File: src/rtl/guess_game_ctrl.sv
`default_nettype none
// ============================================================================
// Module   : guess_game_ctrl
// Purpose  : Guessing-game controller with an integrated datapath. A target
//            counter free-runs while waiting for the first press, the
//            registered guess is compared against it, the result is shown
//            on three LEDs and an attempt budget decides WON / LOST.
// Ports    : clk, reset_n      - clock, asynchronous active-low reset
//            i_enter           - debounced ENTER level (1 = pressed)
//            i_guess           - player guess, unsigned
//            o_over/o_under/o_equal - result LEDs of the last guess
//            o_attempts_left   - remaining guesses (0 in unlimited mode)
//            o_won / o_lost    - round outcome flags
//            o_actual          - current target, for the debug display
// Revision : 1.0 - initial release
// ============================================================================
module guess_game_ctrl #(
  parameter int WIDTH        = 7,
  parameter int MAX_VALUE    = 99,
  parameter int MAX_ATTEMPTS = 7,
  parameter int AW           = (MAX_ATTEMPTS == 0) ? 1 : $clog2(MAX_ATTEMPTS + 1)
) (
  input  logic             clk,
  input  logic             reset_n,
  input  logic             i_enter,
  input  logic [WIDTH-1:0] i_guess,
  output logic             o_over,
  output logic             o_under,
  output logic             o_equal,
  output logic [AW-1:0]    o_attempts_left,
  output logic             o_won,
  output logic             o_lost,
  output logic [WIDTH-1:0] o_actual
);

  localparam logic [WIDTH-1:0] C_MAX_VALUE = WIDTH'(MAX_VALUE);
  localparam logic [AW-1:0]    C_ATTEMPTS  = AW'(MAX_ATTEMPTS);
  localparam logic [AW-1:0]    C_ONE       = AW'(1);
  localparam bit               C_LIMITED   = (MAX_ATTEMPTS != 0);

  typedef enum logic [2:0] {
    S_GEN   = 3'd0,
    S_PRESS = 3'd1,
    S_CMP   = 3'd2,
    S_SHOW  = 3'd3,
    S_WAIT  = 3'd4,
    S_WON   = 3'd5,
    S_LOST  = 3'd6,
    S_REL   = 3'd7
  } state_t;

  state_t           state_q,    state_d;
  logic [WIDTH-1:0] actual_q,   actual_d;
  logic [AW-1:0]    attempts_q, attempts_d;
  // Comparison result captured in S_CMP, published to the LEDs in S_SHOW.
  logic             over_f_q,   over_f_d;
  logic             under_f_q,  under_f_d;
  logic             equal_f_q,  equal_f_d;
  logic             led_over_q,  led_over_d;
  logic             led_under_q, led_under_d;
  logic             led_equal_q, led_equal_d;

  always_ff @(posedge clk or negedge reset_n) begin
    if (!reset_n) begin
      state_q     <= S_GEN;
      actual_q    <= '0;
      attempts_q  <= C_ATTEMPTS;
      over_f_q    <= 1'b0;
      under_f_q   <= 1'b0;
      equal_f_q   <= 1'b0;
      led_over_q  <= 1'b0;
      led_under_q <= 1'b0;
      led_equal_q <= 1'b0;
    end else begin
      state_q     <= state_d;
      actual_q    <= actual_d;
      attempts_q  <= attempts_d;
      over_f_q    <= over_f_d;
      under_f_q   <= under_f_d;
      equal_f_q   <= equal_f_d;
      led_over_q  <= led_over_d;
      led_under_q <= led_under_d;
      led_equal_q <= led_equal_d;
    end
  end

  always_comb begin
    state_d     = state_q;
    actual_d    = actual_q;
    attempts_d  = attempts_q;
    over_f_d    = over_f_q;
    under_f_d   = under_f_q;
    equal_f_d   = equal_f_q;
    led_over_d  = led_over_q;
    led_under_d = led_under_q;
    led_equal_d = led_equal_q;

    case (state_q)
      S_GEN: begin
        // The exit edge also counts, so the target depends on press timing.
        actual_d = (actual_q == C_MAX_VALUE) ? '0 : actual_q + 1'b1;
        if (i_enter) state_d = S_PRESS;
      end
      S_PRESS: begin
        if (!i_enter) state_d = S_CMP;
      end
      S_CMP: begin
        over_f_d  = (i_guess >  actual_q);
        under_f_d = (i_guess <  actual_q);
        equal_f_d = (i_guess == actual_q);
        state_d   = S_SHOW;
      end
      S_SHOW: begin
        led_over_d  = over_f_q;
        led_under_d = under_f_q;
        led_equal_d = equal_f_q;
        if (equal_f_q) begin
          state_d = S_WON;
        end else begin
          state_d = S_WAIT;
          if (C_LIMITED) begin
            // Zero guard keeps the counter from wrapping even if corrupted.
            if (attempts_q != '0) attempts_d = attempts_q - C_ONE;
            if (attempts_q <= C_ONE) state_d = S_LOST;
          end
        end
      end
      S_WAIT: begin
        if (i_enter) state_d = S_PRESS;
      end
      S_WON, S_LOST: begin
        if (i_enter) state_d = S_REL;
      end
      S_REL: begin
        if (!i_enter) begin
          state_d     = S_GEN;
          attempts_d  = C_ATTEMPTS;
          led_over_d  = 1'b0;
          led_under_d = 1'b0;
          led_equal_d = 1'b0;
        end
      end
      default: state_d = S_GEN;
    endcase
  end

  assign o_over          = led_over_q;
  assign o_under         = led_under_q;
  assign o_equal         = led_equal_q;
  assign o_attempts_left = attempts_q;
  assign o_won           = (state_q == S_WON);
  assign o_lost          = (state_q == S_LOST);
  assign o_actual        = actual_q;

endmodule
`default_nettype wire

File: config.mk
export PLATFORM = sky130hd
export DESIGN_NAME = guess_game_ctrl
export DESIGN_NICKNAME = d
export VERILOG_FILES = /design/src/rtl/guess_game_ctrl.sv
export SDC_FILE = /design/constraint.sdc
export NUM_CORES = 1
export LEC_CHECK = 0
export BUFFER_PORTS_ARGS = -buffer_cell sky130_fd_sc_hd__buf_2
export CAP_MARGIN = 20
export CORE_MARGIN = 2
export CORE_UTILIZATION = 25
export DETAILED_ROUTE_END_ITERATION = 16
export GPL_TIMING_DRIVEN = 0
export PLACE_DENSITY = 0.52
export SKIP_LAST_GASP = 1
export SLEW_MARGIN = 30
export SYNTH_ARGS = -nofsm -noshare
export SYNTH_HDL_FRONTEND = slang
export SYNTH_SLANG_ARGS = --single-unit
File: constraint.sdc
create_clock -name clk -period 1.8 [get_ports clk]
set_input_delay 0.18 -clock clk [delete_from_list [all_inputs] [get_ports clk]]
set_output_delay 0.18 -clock clk [all_outputs]
set_load 0.005 [all_outputs]
After elaboration in Yosys (flattened, before gate mapping)

Index checks and enable logic that the tools add are counted.

Register bits: 19
Logic and storage cells: 53

Multiplexer cells: 16
Add/subtract/negate cells: 2
Equal/unequal tests: 15
Reductions and logical operators: 8
Order comparisons: 3

Operators by type and width:

| operator                                                        | count |
|---|---|
| 2-to-1 mux 3 bit                                                | 7 |
| case mux 3 bit (6 select lines)                                 | 1 |
| == test 3 bit (second input constant)                           | 4 |
| inequality test 2 bit (second input constant)                   | 5 |
| AND reduction 4 bit                                             | 2 |
| adder 7 x 1 -> 7 bit (second input constant)                    | 1 |
| == test 7 bit                                                   | 1 |
| == test 7 bit (second input constant)                           | 1 |
| > comparator 7 bit                                              | 1 |
| < comparator 7 bit                                              | 1 |
| 2-to-1 mux 7 bit                                                | 1 |
| == test 3 x 2 -> 1 bit (second input constant)                  | 2 |
| case mux 1 bit (2 select lines)                                 | 3 |
| case mux 3 bit (2 select lines)                                 | 1 |
| 2-to-1 mux 2 bit                                                | 2 |
| OR reduction 2 bit                                              | 2 |
| == test 3 x 1 -> 1 bit (second input constant)                  | 1 |
| less-or-equal comparator 3 x 1 -> 1 bit (second input constant) | 1 |
| zero test 3 bit                                                 | 1 |
| nonzero test 3 bit                                              | 1 |
| subtractor 3 x 1 -> 3 bit (second input constant)               | 1 |
| inequality test 2 x 1 -> 1 bit (second input constant)          | 1 |
| AND reduction 2 bit                                             | 1 |
| nonzero test 2 bit                                              | 1 |
| 2-to-1 mux 1 bit                                                | 1 |

Longest topological paths before layout

Gate-level depths: netlist (run 1).

Word-level depth: 4
Mapped depth: 7
Depth with buffers taken out: 6

Least setup slack after synthesis (run 1)

No wires, ideal clock.

Path type: register to register
Start: reg actual_q[4] (netlist: o_actual[4])
End: reg over_f_q
Setup slack: 0.249 ns
Required time: 1.669 ns
Stages on the path, launching flop included: 7
Data arrival time: 1.420 ns
Buffers on the path: 1
Cell sequence: dfrtp_1 clkbuf_1 inv_1 ha_1 a21o_1 a311oi_2 nor3_1

Cells in the longest elaborated chain, start to end: 1

RTL lines:

| what                     | line | RTL |
|---|---|---|
| start: declaration       | 53   | `logic [WIDTH-1:0] actual_q, actual_d;` |
| start signal: assignment | 76   | `actual_q <= actual_d;` |
| > comparator 7 bit       | 108  | `over_f_d = (i_guess > actual_q);` |
| end signal: assignment   | 78   | `over_f_q <= over_f_d;` |
| end: declaration         | 56   | `logic over_f_q, over_f_d;` |

Every way passes these cells.
A chain may end at the register's enable or synchronous reset.

Worst setup path in the final report (run 1)

Same ends and word-level chain as after synthesis.

==> flow_metrics.env, run 1 <==
export IMPL_clk_latency_ns=0.26
export IMPL_wl_per_cell_um=13.79
export IMPL_grt_overflow_total=0
export IMPL_synth_edff_count=0
export IMPL_grt_pass1_vias=1092
export IMPL_synthArstFlopShare_pct=100.0
export IMPL_vias=1026
export IMPL_use_met1_pct=14.88
export IMPL_place_area_mm2=0.001369
export IMPL_drc=0
export IMPL_post_cts_buffers=0
export IMPL_cp_max_fo=8
export IMPL_path_cells="inv_1, ha_1, nand4_1, a21oi_1, a311oi_2, nor3_1"
export IMPL_ctsHtreeMaxLevel=1
export IMPL_drive_gt1_share_pct=26.49
export IMPL_clockRootBuffer="clkbuf_8"
export IMPL_ys_seq_area_share_pct=40.57
export IMPL_drv_slew=0
export IMPL_initial_core_util_pct=25.51
export IMPL_area_delta_synth_final_pct=20.66
export IMPL_syn_inst=125
export IMPL_stdcell_area_mm2=0.001425
export IMPL_cpMaxStageDelayCell="dfrtp_1"
export IMPL_max_stage_delay_ns=0.52
export IMPL_grt_max_degree=20
export IMPL_grt_busiest_layer="met2"
export IMPL_die_w_um=72.74
export IMPL_ys_seq_elements=19
export IMPL_status="finished, final reports clean"
export IMPL_ios=25
export IMPL_critPathTopFamily="flip-flops"
export IMPL_relSlewSlack_pct=70.87
export IMPL_port_buffers=24
export IMPL_critical_path_required_ns=1.94
export IMPL_ant_nets=0
export IMPL_path_clk_slew_ns=0.08
export IMPL_use_met2_pct=19.90
export IMPL_core_mm2=0.004629
export IMPL_cts_tree="built"
export IMPL_min_path_type="input pin to flip-flop"
export IMPL_synthDistinctLibCells=37
export IMPL_grtUsageTotal_pct=11.78
export IMPL_path_class="flip-flop to flip-flop"
export IMPL_synth_area_mm2=0.001181
export IMPL_startpoint_type="flip-flop"
export IMPL_dieArea_mm2=0.005290
export IMPL_worstMarginPinSlew_ns=0.4370
export IMPL_power_density_mw_per_mm2=1382
export IMPL_worstPathArrival_ns=1.83
export IMPL_critPathCaptureType="flip-flop"
export IMPL_final_nets=173
export IMPL_viasPerCell=5.005
export IMPL_numCtsBuffers=3
export IMPL_ir_drop_uv=853.8
export IMPL_drt_iter0_drc=85
export IMPL_fp_dieH_um=72.74
export IMPL_antenna_cells=0
export IMPL_gp_congestion=0.8052
export IMPL_setup_violations=0
export IMPL_syn_num_nets=146
export IMPL_clk_path_buf_depth=2
export IMPL_clock_fmax_mhz=591.2
export IMPL_fin_skew_ns=0.006213
export IMPL_dp_slack_ns=-0.02674
export IMPL_maxCapViolations=0
export IMPL_setup_slack_ns=0.1085
export IMPL_yosysWarnings=0
export IMPL_rsz0062_at_grt="no"
export IMPL_grt_pass1_wl_um=4885
export IMPL_dr_pass1_iters=4
export IMPL_grt_use_met3_pct=3.453
export IMPL_antenna_found_initial=0
export IMPL_hold_violations=0
export IMPL_place_hpwl_um=2220
export IMPL_syn_area_per_cell_um2=9.449
export IMPL_clock_sinks=19
export IMPL_leakagePower_nw=0.6984
export IMPL_post_route_period_util_pct=93.97
export IMPL_p_total_mw=1.969
export IMPL_synthFlopType="dfrtp_1"
export IMPL_fin_crit_ns=1.692
export IMPL_cp_num_buf_inv=1
export IMPL_wirelength_um=2827
export IMPL_final_fill_count=507
export IMPL_rows=25
==> final cells by class <==
class | instances | area (um^2) | area share [%]
timing repair buffer | 25 | 130.1 | 9.131
multi-input combinational | 89 | 645.6 | 45.30
clock inverter | 1 | 5.005 | 0.3512
tap | 54 | 67.56 | 4.741
buffer | 4 | 17.52 | 1.229
inverter | 10 | 37.54 | 2.634
sequential | 19 | 480.5 | 33.71
clock buffer | 3 | 41.29 | 2.897
==> worst reg2reg max path, cell delays in order, from the launching register on <==
cell      delay (ns)
dfrtp_1         0.52
inv_1           0.08
ha_1            0.31
nand4_1         0.13
a21oi_1         0.08
a311oi_2        0.34
nor3_1          0.11
==> cells in the mapped netlist (3+ instances only) <==
| library cell | instances | area share, % |
|---|---|---|
| a21oi_1 | 6 | 2.5 |
| nor3_1 | 8 | 3.4 |
| o22a_1 | 3 | 2.2 |
| nand4_1 | 3 | 1.6 |
| a22o_1 | 4 | 3.0 |
| a21o_1 | 7 | 4.4 |
| nand3_1 | 4 | 1.7 |
| dfstp_2 | 3 | 6.7 |
| ha_1 | 11 | 12 |
| inv_1 | 10 | 3.2 |
| clkbuf_1 | 5 | 1.6 |
| dfrtp_1 | 16 | 34 |
| nor2_1 | 6 | 1.9 |
| nand2_1 | 10 | 3.2 |
==> cell usage in the layout (no fill, tap or decap), types with 4 or more instances in the layout <==
cell type,netlist,layout
ha_1,11,11
a21o_1,7,7
a21oi_1,6,6
a22o_1,4,4
dfrtp_1,16,15
nor3_1,8,6
buf_2,2,26
nor2_1,6,6
nand3_1,4,4
nand2_1,10,10
inv_1,10,10
==> stage by stage <==
| stage | util (%) | hold WS [ns] | TNS [ns] | std cells |
|---|---|---|---|---|
| CTS | 30.62 | 0.2646 | 0 | 206 |
| finish | 30.78 | 0.2726 | 0 | 205 |
| detailed placement | 29.57 | 0.1563 | -0.02674 | 203 |
| global route | 30.78 | 0.2819 | 0 | 205 |
| global placement | 29.57 | 0.1451 | 0 | 203 |
| floorplan | - | -0.1156 | 0 | 125 |
==> repair_timing <==
item / CTS / global route
gates resized for setup: 0 / 4
setup endpoints to repair: 1 / 8
pin swaps: 0 / 1
endpoints found under the hold margin: 16 / 0
cloned: 0 / 0
hold buffers: 1 / 0
==> routing by layer <==
metal | routed length (um) | up-vias
li1 | - | 501
met1 | 1267 | 495
met2 | 1373 | 28
met3 | 168 | 2
met4 | 18 | 0
met5 | 0 | -
==> logic make-up (layout without fill, tap and decap cells) <==
family	after synthesis	after routing	synth area share (%)
xor gates and xnor gates	2	2	1.483
muxes	3	3	2.754
adders and majority gates	11	11	11.65
DFF	19	19	40.57
buffers and inverters	17	43	5.615
and+or+nand+nor	43	43	19.07
AOI/OAI and AO/OA	30	30	18.86
==> flip-flops by register name, summed over array words and instances (netlist names) <==
register and count:
o_under 1, state_q 3, over_f_q 1, o_equal 1
o_over 1, equal_f_q 1, o_attempts_left 3, o_actual 7
under_f_q 1
==> final timing paths <==
kind / from / to / slack (ns) / depth (start not counted)
min reg2reg: o_under / o_under / 0.51 / 1
max: o_actual[4] / over_f_q / 0.11 / 6
min: i_enter / state_q[0] / 0.27 / 3
min in group asynchronous: reset_n / o_actual[4] / 0.40 / 2
max in group asynchronous: reset_n / o_attempts_left[1] / 1.06 / 2
max reg2reg: o_actual[4] / over_f_q / 0.11 / 6
==> power breakdown <==
part	switching (mW)	internal (mW)
sequential	0.153	0.588
clock	0.156	0.154
combinational	0.481	0.437
Power figures use the tool's default switching activity.
==> run 2, diff against run 1 <==
Settings changed: PLACE_DENSITY 0.52 to 0.53.
Clock period 1.8 ns to 1.4 ns, I/O delays scaled along.
==> run 2 against run 1 <==
  * The flow now finishes with violations (negative setup slack)
  * Cell count grew 13%
  * Count of clock-buffer cells in the layout grew 1
  * Non-clock buffer count grew 26
  * Combinational power grew 130%
  * Clock skew grew 0.00086 ns
  * Critical endpoint unchanged
  * Largest cell class unchanged
  * Highest routed layer unchanged
==> flow_metrics.env, run 2 (synthesis results as in run 1) <==
export IMPL_clk_path_buf_depth=2
export IMPL_ant_nets=0
export IMPL_cp_num_buf_inv=0
export IMPL_wirelength_um=3329
export IMPL_grtUsageTotal_pct=12.97
export IMPL_grt_use_met3_pct=2.072
export IMPL_worstMarginPinSlew_ns=0.4539
export IMPL_ir_drop_uv=879.7
export IMPL_grt_pass1_vias=1244
export IMPL_area_delta_synth_final_pct=57.20
export IMPL_status="finished with violations"
export IMPL_ctsHtreeMaxLevel=1
export IMPL_setup_slack_ns=-0.1744
export IMPL_leakagePower_nw=0.8901
export IMPL_final_nets=199
export IMPL_stdcell_area_mm2=0.001857
export IMPL_port_buffers=24
export IMPL_drc=0
export IMPL_fin_crit_ns=1.574
export IMPL_dieArea_mm2=0.005290
export IMPL_numCtsBuffers=3
export IMPL_path_cells="or3b_4, a211o_1, a311oi_2, nor3_1"
export IMPL_r2r_setup_slack_ns=-0.17
export IMPL_clock_sinks=19
export IMPL_post_route_period_util_pct=112.5
export IMPL_grt_busiest_layer="met2"
export IMPL_final_cell_mix="buf_2 (25), buf_4 (22), dfrtp_1 (13)"
export IMPL_antenna_found_initial=0
export IMPL_wl_per_cell_um=14.41
export IMPL_path_class="flip-flop to flip-flop"
export IMPL_power_density_mw_per_mm2=1838
export IMPL_cts_tree="built"
export IMPL_worstPathArrival_ns=1.71
export IMPL_clock_fmax_mhz=635.1
export IMPL_critPathTopFamily="compound AO/OA/AOI/OAI gates"
export IMPL_drv_slew=0
export IMPL_gp_congestion=0.7655
export IMPL_grt_max_degree=20
export IMPL_p_total_mw=3.412
export IMPL_hold_violations=0
export IMPL_drt_iter0_drc=56
export IMPL_final_util_pct=40.11
export IMPL_dr_pass1_iters=4
export IMPL_place_hpwl_um=2246
export IMPL_whs_ns=0.2440
export IMPL_fp_dieH_um=72.74
export IMPL_fin_skew_ns=0.007077
export IMPL_initial_core_util_pct=25.51
export IMPL_cpMaxStageDelayCell="or3b_4"
export IMPL_core_mm2=0.004629
export IMPL_drive_gt1_share_pct=54.80
export IMPL_rows=25
export IMPL_maxCapViolations=0
export IMPL_relSlewSlack_pct=69.74
export IMPL_layout_commonest_cell="buf_2"
export IMPL_min_path_type="input pin to flip-flop"
export IMPL_clockRootBuffer="clkbuf_8"
export IMPL_setup_violations=10
export IMPL_viasPerCell=5.052
export IMPL_path_clk_slew_ns=0.08
export IMPL_use_met2_pct=23.23
export IMPL_violations="negative setup slack"
export IMPL_dp_slack_ns=-0.2825
export IMPL_startpoint_type="flip-flop"
export IMPL_die_w_um=72.74
export IMPL_cp_max_fo=2
export IMPL_largest_register_ffs=7
export IMPL_ios=25
export IMPL_rsz0062_at_grt="yes"
export IMPL_critical_path_required_ns=1.53
export IMPL_place_area_mm2=0.001435
export IMPL_max_stage_delay_ns=0.42
export IMPL_use_met1_pct=14.72
export IMPL_grt_overflow_total=0
export IMPL_vias=1167
export IMPL_critPathCaptureType="flip-flop"
export IMPL_clk_latency_ns=0.26
export IMPL_final_fill_count=466
export IMPL_antenna_cells=0
export IMPL_grt_pass1_wl_um=5299
## run 2: cell count changes in the layout (fill, tap and decap cells not counted), moves of 3 or more
cell    delta
buf_4     +22
buf_6      +5
ha_1       -5
ha_4       +5
inv_1      -5
inv_2      +3
nor3_1     -5
nor3_2     +3
## run 2: area by class of cell
cell class | count | area, um^2 | share of cell area [%]
Sequential cell | 19 | 483.0 | 26.01
Multi-Input combinational cell | 89 | 833.3 | 44.88
Inverter | 10 | 42.54 | 2.291
Clock buffer | 4 | 45.04 | 2.426
Buffer | 4 | 45.04 | 2.426
Tap cell | 54 | 67.56 | 3.639
Timing Repair Buffer | 51 | 340.3 | 18.33
## run 2: timing repair
action,4_1_cts,5_1_grt
resized for setup,24,19
gates cloned,0,0
hold buffers,1,0
setup endpoints to repair,13,16
pin swaps,10,18
buffers inserted,18,8
endpoints found under the hold margin,16,0
## run 2: routing by layer
| metal | share of wire, % | vias to the layer above | wire length (um) |
|---|---|---|---|
| met5 | 0 | - | 0 |
| met3 | 3.4 | 6 | 113 |
| met4 | 1.8 | 0 | 61 |
| li1 | - | 555 | - |
| met1 | 44 | 577 | 1468 |
| met2 | 51 | 29 | 1686 |
## run 2: metrics by stage
step,TNS (ns),std cells
after floorplan,-0.1547,125
after global placement,-0.8767,203
after detailed placement,-1.304,203
after CTS,-0.9323,225
after global routing,-1.520,231
final,-0.6680,231
## run 2: power by group
| group | switching, mW | internal [mW] | total, mW | leakage (nW) |
|---|---|---|---|---|
| clock network | 0.191 | 0.203 | 0.394 | 0.0228 |
| logic | 0.977 | 1.11 | 2.08 | 0.635 |
| registers | 0.174 | 0.760 | 0.934 | 0.233 |
## run 2: tightest hold or removal path, stage by stage
cell and delay, ns:
buf_2 0.14, nor2_1 0.09, a22oi_1 0.09
## run 2: final timing paths
path                                 start  depth (start not counted)                  to
worst max-delay path            state_q[2]                          4            over_f_q
worst min-delay path               i_enter                          3          state_q[0]
worst max register to register  state_q[2]                          4            over_f_q
worst min register to register     o_equal                          1             o_equal
max in group asynchronous          reset_n                          2  o_attempts_left[0]
min in group asynchronous          reset_n                          2         o_actual[3]
